[src/rtl/approx_mult_pkg.sv]
// approx_mult_pkg: shared constants and stage-1 payload for the approximate multiplier
package approx_mult_pkg;
    localparam int DEF_WIDTH = 8;
    localparam int DEF_APPROX_COLS = 6;
    localparam int MAX_WIDTH = 32;
    // Rows are sized for the widest legal operand; narrower instances use the low 2*WIDTH bits.
    typedef struct packed {
        logic [2*MAX_WIDTH-1:0] sum;
        logic [2*MAX_WIDTH-1:0] carry;
        logic approx;
    } s1_t;
endpackage

[src/rtl/approx_mult_if.sv]
// approx_mult_if: operand/result valid-ready bus of the approximate multiplier
interface approx_mult_if
    import approx_mult_pkg::*;
#(
    parameter int WIDTH = DEF_WIDTH
);
    logic in_valid, in_ready, approx_en;
    logic out_valid, out_ready, out_approx;
    logic [WIDTH-1:0] a, b;
    logic [2*WIDTH-1:0] y;
    modport master (
        output in_valid, a, b, approx_en, out_ready,
        input in_ready, out_valid, y, out_approx
    );
    modport slave (
        input in_valid, a, b, approx_en, out_ready,
        output in_ready, out_valid, y, out_approx
    );
endinterface

[src/rtl/approx_mult_reduce.sv]
// approx_mult_reduce: Baugh-Wooley partial products, low-column OR and carry-save reduction to two rows
module approx_mult_reduce
    import approx_mult_pkg::*;
#(
    parameter int WIDTH = DEF_WIDTH,
    parameter int APPROX_COLS = DEF_APPROX_COLS
) (
    input logic [WIDTH-1:0] a,
    input logic [WIDTH-1:0] b,
    input logic approx_en,
    output s1_t pay
);
    localparam int PW = 2 * WIDTH;
    localparam logic [WIDTH-1:0] INV_ROW = {1'b1, {(WIDTH-1){1'b0}}};
    localparam logic [WIDTH-1:0] INV_TOP = {1'b0, {(WIDTH-1){1'b1}}};
    logic [WIDTH-1:0] pp;
    logic [PW-1:0] low, row, o, s, c, t;
    always_comb begin
        low = approx_en ? ({PW{1'b1}} >> (PW - APPROX_COLS)) : '0;
        pp = '0;
        row = '0;
        o = '0;
        c = '0;
        // Baugh-Wooley correction constants sit at columns WIDTH and 2*WIDTH-1.
        s = (PW'(1) << WIDTH) | (PW'(1) << (PW - 1));
        for (int j = 0; j < WIDTH; j++) begin
            pp = (a & {WIDTH{b[j]}}) ^ ((j == WIDTH - 1) ? INV_TOP : INV_ROW);
            row = PW'(pp) << j;
            o = o | (row & low);
            row = row & ~low;
            t = s ^ c ^ row;
            c = ((s & c) | (s & row) | (c & row)) << 1;
            s = t;
        end
        t = s ^ c ^ o;
        c = ((s & c) | (s & o) | (c & o)) << 1;
        s = t;
        pay = '0;
        pay.sum[PW-1:0] = s;
        pay.carry[PW-1:0] = c;
        pay.approx = approx_en;
    end
endmodule

[src/rtl/approx_mult_pipe.sv]
// approx_mult_pipe: 2-stage valid/ready pipelined signed multiplier with optional low-column approximation
module approx_mult_pipe
    import approx_mult_pkg::*;
#(
    parameter int WIDTH = DEF_WIDTH,
    parameter int APPROX_COLS = DEF_APPROX_COLS
) (
    input logic clk,
    input logic rst,
    approx_mult_if.slave bus
);
    s1_t s1_d, s1_q;
    logic s1_valid, s2_valid, s1_advance, unused_hi;
    approx_mult_reduce #(.WIDTH(WIDTH), .APPROX_COLS(APPROX_COLS)) u_reduce (
        .a(bus.a),
        .b(bus.b),
        .approx_en(bus.approx_en),
        .pay(s1_d)
    );
    assign s1_advance = ~s2_valid | bus.out_ready;
    assign bus.in_ready = ~s1_valid | s1_advance;
    assign bus.out_valid = s2_valid;
    assign unused_hi = ^{s1_q.sum >> (2*WIDTH), s1_q.carry >> (2*WIDTH)};
    always_ff @(posedge clk or posedge rst) begin
        if (rst) begin
            s1_valid <= 1'b0;
            s2_valid <= 1'b0;
            bus.y <= '0;
            bus.out_approx <= 1'b0;
        end else begin
            if (bus.in_ready) s1_valid <= bus.in_valid;
            if (s1_advance) s2_valid <= s1_valid;
            if (s1_advance && s1_valid) begin
                bus.y <= s1_q.sum[2*WIDTH-1:0] + s1_q.carry[2*WIDTH-1:0];
                bus.out_approx <= s1_q.approx;
            end
        end
    end
    always_ff @(posedge clk)
        if (bus.in_valid && bus.in_ready) s1_q <= s1_d;
endmodule

[src/flat_wrapper.sv]
// flat-port wrapper written by rule: the top's interface ports become plain ports
module approx_mult_pipe_flat import approx_mult_pkg::*;
#(
    parameter int WIDTH = DEF_WIDTH,
    parameter int APPROX_COLS = DEF_APPROX_COLS
)
  (clk, rst, bus_in_valid, bus_a, bus_b, bus_approx_en, bus_out_ready, bus_in_ready, bus_out_valid, bus_y, bus_out_approx);
  approx_mult_if #(.WIDTH(WIDTH)) bus_i ();
  input logic clk;
  input logic rst;
  input wire logic [$bits(bus_i.in_valid)-1:0] bus_in_valid;
  input wire logic [$bits(bus_i.a)-1:0] bus_a;
  input wire logic [$bits(bus_i.b)-1:0] bus_b;
  input wire logic [$bits(bus_i.approx_en)-1:0] bus_approx_en;
  input wire logic [$bits(bus_i.out_ready)-1:0] bus_out_ready;
  output wire logic [$bits(bus_i.in_ready)-1:0] bus_in_ready;
  output wire logic [$bits(bus_i.out_valid)-1:0] bus_out_valid;
  output wire logic [$bits(bus_i.y)-1:0] bus_y;
  output wire logic [$bits(bus_i.out_approx)-1:0] bus_out_approx;
  assign bus_i.in_valid = bus_in_valid;
  assign bus_i.a = bus_a;
  assign bus_i.b = bus_b;
  assign bus_i.approx_en = bus_approx_en;
  assign bus_i.out_ready = bus_out_ready;
  assign bus_in_ready = bus_i.in_ready;
  assign bus_out_valid = bus_i.out_valid;
  assign bus_y = bus_i.y;
  assign bus_out_approx = bus_i.out_approx;
  approx_mult_pipe #(.WIDTH(WIDTH), .APPROX_COLS(APPROX_COLS)) u_core (.clk(clk), .rst(rst), .bus(bus_i));
endmodule
[config.mk]
export PLATFORM = sky130hd
export DESIGN_NAME = approx_mult_pipe_flat
export DESIGN_NICKNAME = d
export VERILOG_FILES = /design/src/rtl/approx_mult_pkg.sv /design/src/rtl/approx_mult_if.sv /design/src/rtl/approx_mult_reduce.sv /design/src/rtl/approx_mult_pipe.sv /design/src/flat_wrapper.sv
export SDC_FILE = /design/constraint.sdc
export NUM_CORES = 1
export LEC_CHECK = 0
export CAP_MARGIN = 20
export CORE_MARGIN = 8
export CORE_UTILIZATION = 58
export DETAILED_ROUTE_END_ITERATION = 6
export PLACE_DENSITY = 0.88
export SKIP_LAST_GASP = 1
export SLEW_MARGIN = 30
export SYNTH_ARGS = -nofsm -noshare
export SYNTH_HDL_FRONTEND = slang
export SYNTH_SLANG_ARGS = --single-unit
export TNS_END_PERCENT = 10
[constraint.sdc]
create_clock -name clk -period 2.5 [get_ports clk]
set_input_delay 0.5 -clock clk [delete_from_list [all_inputs] [get_ports clk]]
set_output_delay 0.5 -clock clk [all_outputs]
set_load 0.01 [all_outputs]
# Word level (Yosys, flattened, before mapping)

Cells that the tools add are included.

Input port bits: 21
Output and inout bits: 19
Bits in registers: 51
Word-level logic and storage cells: 112

Bitwise logic cells: 101
Multiplexer cells: 1
Reductions and logical operators: 2
Add/sub/neg operators: 1

Operators with widths:

| cell                          | number |
|---|---|
| AND 15 bit                    | 22 |
| bitwise OR 15 bit             | 16 |
| bitwise XOR 16 bit            | 15 |
| bitwise OR 16 bit             | 7 |
| AND 8 bit                     | 8 |
| AND 10 x 16 -> 16 bit         | 2 |
| AND 11 x 16 -> 16 bit         | 2 |
| AND 12 x 16 -> 16 bit         | 2 |
| AND 13 x 16 -> 16 bit         | 2 |
| AND 14 x 16 -> 16 bit         | 2 |
| AND 15 x 16 -> 16 bit         | 2 |
| AND 8 x 16 -> 16 bit          | 2 |
| AND 9 x 16 -> 16 bit          | 2 |
| adder 16 bit                  | 1 |
| NOT 16 bit                    | 1 |
| bitwise XOR 16 x 10 -> 16 bit | 1 |
| AND 10 x 15 -> 15 bit         | 1 |
| AND 15 x 10 -> 15 bit         | 1 |
| NOT 1 bit                     | 9 |
| NOT 7 bit                     | 1 |
| two-way mux 6 bit             | 1 |
| logical AND 1 bit             | 2 |
| NOT 2 bit                     | 1 |
| bitwise OR 1 bit              | 2 |

# Logic depth before layout (Yosys ltp)

Gate-level depths: netlist of run 1.

Depth in word-level cells: 28
Depth in mapped cells: 16
Mapped depth without buffers: 16

# Modules after synthesis

A second synthesis of run 1 with hierarchy kept.

Cells, all modules: 514
Area, all modules: 5064.9 µm²

Modules (own cells, without submodules):

| module             | cells each | area each (µm²) | times used | seq. area each (µm²) |
|---|---|---|---|---|
| approx_mult_reduce | 319        | 2646.3          | 1          | 0.0 |
| approx_mult_pipe   | 195        | 2418.6          | 1          | 1466.4 |

# Least setup slack after synthesis of run 1

OpenSTA, ideal clock, no wires.

Path kind: input-to-reg
From: input port bus_b[1]
To: register u_core.s1_q[73] (netlist bit) (data pin)
Data required time: 2.239 ns
Path slack: -2.080 ns
Setup time: 0.261 ns
Arrival: 4.319 ns
Stages: 14
Path buffers: 1
Path through: clkbuf_1 and2_1 ha_1 inv_1 fa_1 inv_1 fa_1 inv_1 fa_1 fa_1 fa_1 inv_1 fa_1 ha_1

RTL lines:

| what                   | line                   | source |
|---|---|---|
| start: declaration     | flat_wrapper.sv:13     | `input wire logic [$bits(bus_i.b)-1:0] bus_b;` |
| end signal: assignment | approx_mult_pipe.sv:40 | `if (bus.in_valid && bus.in_ready) s1_q <= s1_d;` |
| end: declaration       | approx_mult_pipe.sv:12 | `s1_t s1_d, s1_q;` |

==> results of run 1 <==
-- cell type report --
cell class / instances / share of cell area
clock buffers: 6 / 0.0148
well taps: 80 / 0.0204
multi-input cells: 256 / 0.511
repair buffers: 65 / 0.120
clock inverters: 2 / 0.00689
inverters: 59 / 0.0452
flip-flops and latches: 49 / 0.281
-- cell usage after synthesis --
library cell and count:
nor2_1 6, nand3b_1 1, a2111oi_2 1, a211o_1 2, buf_1 1, o31ai_1 2, nor2b_1 6, nand3_1 3
a21oi_1 9, fa_1 43, xor2_1 8, and2_1 35, edfxtp_1 30, nand2_1 47, a22oi_1 7, a31o_1 1
inv_1 59, a222oi_1 2, nand4b_1 1, mux2_2 3, nor3_1 1, a31oi_1 3, clkbuf_1 16, a21o_1 5
xnor2_1 3, nand4_1 3, dfrtp_1 19, and3_1 1, o21ai_0 12, o2111ai_1 1, nand2b_1 5, conb_1 1
a21boi_1 1, o21a_1 2, o21ai_1 1, a221oi_2 1, and3_2 1, ha_1 37, o211ai_1 1
-- path summary, 6_finish.rpt --
check                                  from                to  slack (ns)  cells after the start
max                                bus_b[1]   u_core.s1_q[73]       -1.66                     12
min                        u_core.bus.y[11]  u_core.bus.y[11]        0.48                      2
max reg2reg                  u_core.s1_q[5]  u_core.bus.y[14]        0.42                      7
min reg2reg                u_core.bus.y[11]  u_core.bus.y[11]        0.48                      2
max in group asynchronous               rst   u_core.bus.y[7]        1.47                      2
min in group asynchronous               rst   u_core.bus.y[8]        0.60                      2
-- worst min-delay path, delay by kind of cell, from the launching register on --
kind               cells  cell delay, ns
and+or+nand+nor        1            0.05
AOI/OAI and AO/OA      1            0.06
DFF                    1            0.35
-- routing by layer --
metal	routed length (um)	vias to the layer above
li1	-	1345
met1	3000	1336
met2	4280	99
met3	399	26
met4	278	0
met5	0	-
-- what timing repair did --
item                       CTS  global route
setup endpoints to repair   22            22
resized for setup           63            24
pin swaps                   14            16
setup buffers                0             1
cloned                       0             0
-- metrics by stage --
step                      TNS [ns]  hold slack, ns  cells  setup slack (ns)  power (mW)
after CTS                   -25.99           0.489    516             -1.73        3.76
after global placement      -39.42           0.459    508             -2.37        3.05
after global routing        -26.20           0.512    517             -1.70        4.17
final                       -24.64           0.483    517             -1.66        3.83
after detailed placement    -41.60           0.470    508             -2.54        3.19
after floorplan             -28.07           0.451    381             -1.88        2.55
-- sequential cells by signal, indices dropped and copies added, names as in the netlist --
signal / cells
u_core.bus.out_approx: 1
u_core.bus.out_valid: 1
u_core.s1_valid: 1
u_core.s1_q: 30
u_core.bus.y: 16
-- logic make-up after synthesis --
| kind of cell | count (synthesis) |
|---|---|
| other | 1 |
| adder cells (fa/ha/maj) | 80 |
| multiplexers | 3 |
| buffers and inverters | 76 |
| flip-flops | 49 |
| AO/OA/AOI/OAI | 51 |
| AND/OR/NAND/NOR | 110 |
| XOR/XNOR | 11 |
-- where the power goes --
group          leakage, nW  internal, mW  switching (mW)
clock               0.0528         0.295           0.233
combinational         1.64         0.967            1.03
sequential           0.519          1.19           0.109
==> impl_metrics.ini, run 1 <==
[drt]
vias_per_cell = 5.43
ant_nets = 0
vias = 2806
drt_iter0_drc = 125
routed_wl_um = 7950
drc = 0
dr.pass1.iters = 6
wl_per_cell_um = 15.4

[synth]
synth_fa_ha_area_frac = 0.329
synth.net_count = 482
syn_inst = 381
synth_cell_types = 39
synth.yosys.seq_area_share = 0.342
synth_top_family_by_area = adder cells
ys_warn_count = 0
synth-simple-area-share = 0.138
synth_area_sq_um = 4020
synth_compound_area_frac = 0.0868
yosys-top-cells-area = edfxtp_1 (22%), fa_1 (21%), dfrtp_1 (12%)
synth_top_area_frac = 0.224
synth_xor_xnor_area_share = 0.0239
yosysTopAreaCell = edfxtp_1
synth.area.mux_share = 0.00840
synth_area_per_cell_sq_um = 10.6
ys_ff_latch = 49

[critical_path]
path_cells = buf_8, and2_4, ha_4, inv_2, fa_2, inv_2, fa_2, fa_2, fa_2, fa_2, fa_2, ha_4
crit_top_cell = fa_2
worstPathMaxFanout = 5
crit_type = input pin to register
critPathTopFamily = adder cells
crit_buf_inv = 3
cp.required_ns = 2.55
endpoint_kind = register
worstSetupStartpointType = input pin
slowest_stage = fa_2
crit_arrival_ns = 4.21
slowest_delay_ns = 0.54

[global_route]
gr-usage-met3 = 0.0265
antenna_found_initial = 0
top_usage_layer = met2
grt_pass1_wl_um = 13700
track_usage = 0.170
grt_max_degree = 31
grt_remaining_overflow = 0
grtUsageMet1 = 0.178
met2_usage = 0.322
grt_pass1_vias = 3038

[timing]
fmax_ghz = 0.240
max-slew-margin-rel = 0.553
period_minus_slack_ns = 4.16
slew_violations = 0
period_share = 1.66
setup_ws_ns = -1.66
setup_viol = 22
worst_slew_pin_slew_ns = 0.670
rsz0062_at_grt = true
hold_viol_final = 0
finClkSkew_ns = 0.00517

[cells_and_area]
antennaDiodeCount = 0
area_growth_pct = 21.8
layout_commonest_cell = inv_1
ff_latch_area_sq_um = 1380
design_area_sq_um = 4900
final_util = 0.726
fin_nets = 537
fillCellCount = 447
layout-drive-gt1-share = 0.204
final_cell_mix = inv_1 (50), nand2_1 (46), ha_1 (33)
multi_input_area_sq_um = 2510

[clock_network]
clkTransAtPathRegs_ns = 0.08
cts.sinks = 49
root_buffer = clkbuf_8
cts_tree = yes
insertion_delay_ns = 0.30
ctsHtreeMaxLevel = 2
cts_hold_buf = 0
numCtsBuffers = 5
clock_path_buffers = 2

[placed_design]
hpwl_um = 6410
placed_area_sq_um = 4660
io_buffers = 39
gp_congestion = 0.868

[status]
status = finished with violations
violations = setup timing

[floorplan]
rows = 30
dieWidth_um = 99.3
dieArea_sq_um = 9860
core-area_sq_um = 6760
start_util = 0.596
die_h_um = 99.3
ioPinCount = 40

[hold_path]
worst_hold_path_type = register to register

[pwr]
ir_drop_uv = 329
power_density_nw_per_um2 = 781
p_leak_nw = 2.21

[run]
drv_cap = 0
No activity file was read; power rests on OpenSTA's default activity.
==> run 2: changes to the inputs <==
--- a/config.mk
+++ b/config.mk
@@ -7,9 +7,10 @@
 export LEC_CHECK = 0
 export CAP_MARGIN = 20
 export CORE_MARGIN = 8
-export CORE_UTILIZATION = 58
+export CORE_UTILIZATION = 60
+export CTS_BUF_LIST = sky130_fd_sc_hd__clkbuf_4 sky130_fd_sc_hd__clkbuf_8
 export DETAILED_ROUTE_END_ITERATION = 6
-export PLACE_DENSITY = 0.88
+export PLACE_DENSITY = 0.9
 export SKIP_LAST_GASP = 1
 export SLEW_MARGIN = 30
 export SYNTH_ARGS = -nofsm -noshare
==> impl_metrics.ini, run 2 (synthesis results as in run 1) <==
[floorplan]
core-area_sq_um = 6640
die_h_um = 97.9
dieWidth_um = 97.9
ioPinCount = 40
rows = 30
start_util = 0.606
dieArea_sq_um = 9580

[pwr]
switching_share = 0.368
power.switching_mw = 1.46
clock_power_share = 0.140
intPower_mw = 2.51
power_density_nw_per_um2 = 811
sequentialPowerShare = 0.329
p_leak_nw = 2.20
p_comb_frac = 0.531
ir_drop_uv = 326

[timing]
slew_violations = 0
setup_viol = 22
period_minus_slack_ns = 4.22
fmax_ghz = 0.237
rsz0062_at_grt = true
whs_ns = 0.482
finClkSkew_ns = 0.0107
max-slew-margin-rel = 0.559
hold_viol_final = 0
setup_tns_ns = -25.53
setup_ws_ns = -1.72
worst_slew_pin_slew_ns = 0.661
period_share = 1.69

[placed_design]
io_buffers = 39
gp_congestion = 0.881
hpwl_um = 6590

[hold_path]
worst_hold_path_type = register to register
hold_end = u_core.bus.y[11]
whs_path_depth = 2
min_from = u_core.bus.y[11]

[run]
drv_cap = 0

[clock_network]
root_buffer = clkbuf_8
ctsHtreeMaxLevel = 2
clock_path_buffers = 2
numCtsBuffers = 5
insertion_delay_ns = 0.31
cts_tree = yes
clkTransAtPathRegs_ns = 0.09
cts.sinks = 49
cts_hold_buf = 0

[cells_and_area]
antennaDiodeCount = 0
layout_commonest_cell = nand2_1
largest_reg_flops = 30
final_cell_mix = nand2_1 (46), inv_1 (42), ha_1 (33)
layout-drive-gt1-share = 0.229
fin_nets = 537
reg_top3 = u_core.s1_q: 30 flops, u_core.bus.y: 16 flops
regMostFlops = u_core.s1_q
area_growth_pct = 21.9

[global_route]
grt_pass1_wl_um = 14000
grt_max_degree = 31
track_usage = 0.181
grt_pass1_vias = 3104
grt_remaining_overflow = 0
antenna_found_initial = 0

[drt]
drt_iter0_drc = 118
routed_wl_um = 8690
wl_per_cell_um = 16.8
dr.pass1.iters = 4
vias = 2896
vias_per_cell = 5.60
ant_nets = 0
drc = 0

[critical_path]
cp.required_ns = 2.57
r2r-end = u_core.bus.y[14]
worstPathMaxFanout = 4
rr_worst_depth = 7
r2r_slack_ns = 0.37
worstSetupStartpointType = input pin
crit_arrival_ns = 4.29
endpoint_kind = register
r2r_start = u_core.s1_q[5]
crit_type = input pin to register

[status]
violations = setup timing
status = finished with violations
run 2: worst max-delay path by stage:
stage,start,endpoint,depth (start not counted)
after floorplan,bus_b[1],u_core.s1_q[73],12
after global placement,bus_b[1],u_core.s1_q[73],15
after detailed placement,bus_approx_en,u_core.s1_q[73],15
after CTS,bus_b[1],u_core.s1_q[73],14
after global routing,bus_b[1],u_core.s1_q[73],15
final,bus_b[1],u_core.s1_q[73],15
run 2: critical path, cell delays in order:
cell    delay (ns)
buf_8         0.11
buf_6         0.11
and2_4        0.13
ha_4          0.26
inv_2         0.03
fa_2          0.53
inv_2         0.04
fa_2          0.45
fa_2          0.55
inv_2         0.05
fa_2          0.55
inv_2         0.05
fa_2          0.35
fa_2          0.36
ha_4          0.22
run 2: cell type report:
type,count,area [sq um]
timing repair buffer,65,582
clock inverter,3,43.8
clock buffer,5,68.8
fill,448,1740
multi-input combinational,256,2510
inverter,59,221
sequential,49,1380
tap,80,100
run 2: per-layer routing:
| layer | vias to the layer above | global-route usage | share of wire |
|---|---|---|---|
| met1 | 1425 | 0.179 | 0.37 |
| met4 | 0 | 0.106 | 0.033 |
| li1 | 1347 | - | - |
| met5 | - | 0 | 0 |
| met3 | 22 | 0.0349 | 0.048 |
| met2 | 102 | 0.341 | 0.55 |
run 2: per-stage QoR:
stage          cells   util  setup WS (ns)  power [mW]  area [sq um]
3_5_place_dp     508  0.701          -2.55        3.20          4660
3_3_place_gp     508  0.701          -2.42        3.05          4660
5_1_grt          517  0.738          -1.76        4.31          4900
2_1_floorplan    381      -          -1.88        2.55          4060
4_1_cts          517  0.727          -1.74        3.82          4830
6_report         517  0.738          -1.72        3.98          4900
run 2: what timing repair did:
action                                  in CTS  in global routing
cloned                                       0                  0
setup buffers                                1                  0
gates resized for setup                     58                 37
endpoints found under the setup margin      22                 22
pin swaps                                   13                 22
run 2: power by group through the flow:
stage	clock network (mW)	registers, mW	logic [mW]
6_report	0.556	1.31	2.11
5_1_grt	0.597	1.34	2.37
4_1_cts	0.564	1.31	1.95
3_5_place_dp	0	1.33	1.88
3_3_place_gp	0	1.31	1.74
2_1_floorplan	0	1.36	1.19
==> run 3: changes to the inputs <==
--- a/config.mk
+++ b/config.mk
@@ -11,7 +11,6 @@
 export CTS_BUF_LIST = sky130_fd_sc_hd__clkbuf_4 sky130_fd_sc_hd__clkbuf_8
 export DETAILED_ROUTE_END_ITERATION = 6
 export PLACE_DENSITY = 0.9
-export SKIP_LAST_GASP = 1
 export SLEW_MARGIN = 30
 export SYNTH_ARGS = -nofsm -noshare
 export SYNTH_HDL_FRONTEND = slang
==> impl_metrics.ini, run 3 (synthesis results as in run 1) <==
[status]
status = finished with violations
violations = setup timing

[critical_path]
worstPathMaxFanout = 4
endpoint_kind = register
slowest_stage = fa_2
worstSetupStartpointType = input pin
crit_type = input pin to register
crit_arrival_ns = 4.28
crit_top_cell = fa_2
path_cells = buf_8, buf_6, and2_4, ha_4, inv_2, fa_1, inv_2, fa_2, fa_2, inv_2, fa_2, inv_2, fa_2, fa_2, ha_4
crit_buf_inv = 6
slowest_delay_ns = 0.55
cp.required_ns = 2.58
critPathTopFamily = adder cells

[clock_network]
cts.sinks = 49
cts_tree = yes
ctsHtreeMaxLevel = 2
numCtsBuffers = 5
clkTransAtPathRegs_ns = 0.09
insertion_delay_ns = 0.31
clock_path_buffers = 2
root_buffer = clkbuf_8

[cells_and_area]
regMostFlops = u_core.s1_q
layout_commonest_cell = nand2_1
final_cell_mix = nand2_1 (45), inv_1 (36), ha_1 (33)
area_growth_pct = 21.9
reg_top3 = u_core.s1_q: 30 flops, u_core.bus.y: 16 flops
fin_nets = 537
largest_reg_flops = 30
antennaDiodeCount = 0
layout-drive-gt1-share = 0.259
final_util = 0.738
fillCellCount = 420

[floorplan]
dieWidth_um = 97.9
core-area_sq_um = 6640
rows = 30
die_h_um = 97.9
dieArea_sq_um = 9580
ioPinCount = 40
start_util = 0.606

[timing]
max-slew-margin-rel = 0.558
slew_violations = 0
hold_viol_final = 0
fmax_ghz = 0.238
period_minus_slack_ns = 4.20
rsz0062_at_grt = true
setup_tns_ns = -22.28
setup_viol = 20
finClkSkew_ns = 0.00631
setup_ws_ns = -1.70
worst_slew_pin_slew_ns = 0.663
period_share = 1.68

[global_route]
track_usage = 0.185
grt_remaining_overflow = 0
grt_max_degree = 31
grt_pass1_wl_um = 14300
grt_pass1_vias = 3112
antenna_found_initial = 0

[drt]
dr.pass1.iters = 4
drt_iter0_drc = 162
ant_nets = 0
routed_wl_um = 8780
vias = 2926
vias_per_cell = 5.66
wl_per_cell_um = 17.0
drc = 0

[pwr]
power_density_nw_per_um2 = 809
p_leak_nw = 2.17
ir_drop_uv = 375

[run]
drv_cap = 0

[placed_design]
gp_congestion = 0.881
io_buffers = 39
hpwl_um = 6590

[hold_path]
worst_hold_path_type = register to register
-- run 3: changes by cell type in the layout (fill, tap and decap cells not counted), sizes merged --
cell / delta
buf: +1
clkbuf: +1
clkdlybuf4s15: +1
clkdlybuf4s50: -1
dlygate4sd2: -1
dlymetal6s2s: -1
-- run 3: final cells by class --
cell class / instances / area (sq um) / area share
multi-input cells: 256 / 2520 / 0.514
flip-flops and latches: 49 / 1380 / 0.281
repair buffers: 65 / 573 / 0.117
inverters: 59 / 221 / 0.0452
well taps: 80 / 100 / 0.0204
clock buffers: 5 / 68.8 / 0.0140
clock inverters: 3 / 43.8 / 0.00893
-- run 3: final timing paths --
check	to	slack [ns]	cells after the start	from
max in group asynchronous	u_core.bus.y[13]	1.49	2	rst
min in group asynchronous	u_core.bus.y[0]	0.58	2	rst
worst max-delay path	u_core.s1_q[73]	-1.70	15	bus_b[1]
worst max register to register	u_core.bus.y[14]	0.39	7	u_core.s1_q[5]
worst min-delay path	u_core.bus.y[11]	0.48	2	u_core.bus.y[11]
worst min register to register	u_core.bus.y[11]	0.48	2	u_core.bus.y[11]
-- run 3: power breakdown --
| group | switching, mW | leakage, nW | internal, mW | total, mW |
|---|---|---|---|---|
| sequential | 0.114 | 0.519 | 1.19 | 1.31 |
| clock | 0.263 | 0.0547 | 0.299 | 0.562 |
| combinational | 1.08 | 1.60 | 1.02 | 2.10 |
| total | 1.46 | 2.17 | 2.51 | 3.97 |
-- run 3: what timing repair did --
| action | in CTS | in global routing |
|---|---|---|
| resized for setup | 80 | 32 |
| setup buffers | 1 | 0 |
| pin swaps | 18 | 19 |
| hold buffers | 0 | 0 |
| endpoints found under the setup margin | 22 | 21 |
-- run 3: metal layers --
metal,track usage,vias to the layer above,part of all wire
met5,0,-,0
li1,-,1348,-
met4,0.109,0,0.035
met1,0.185,1442,0.36
met3,0.0363,26,0.055
met2,0.345,110,0.55
-- run 3: stage by stage --
step / std cells / hold slack (ns) / total power, mW / setup slack [ns] / area [sq um]
after global routing: 517 / 0.490 / 4.29 / -1.74 / 4900
after global placement: 508 / 0.460 / 3.05 / -2.42 / 4660
after CTS: 517 / 0.488 / 3.83 / -1.74 / 4850
after detailed placement: 508 / 0.469 / 3.20 / -2.55 / 4660
final: 517 / 0.483 / 3.97 / -1.70 / 4900
after floorplan: 381 / 0.451 / 2.55 / -1.88 / 4060
-- run 3: worst reg2reg max path, cell delays in order (launching register included) --
cell and delay, ns:
edfxtp_1 0.40, ha_1 0.41, a21o_1 0.20, a21oi_1 0.19
a21boi_1 0.19, a2111oi_2 0.36, xor2_1 0.17, o21ai_0 0.08
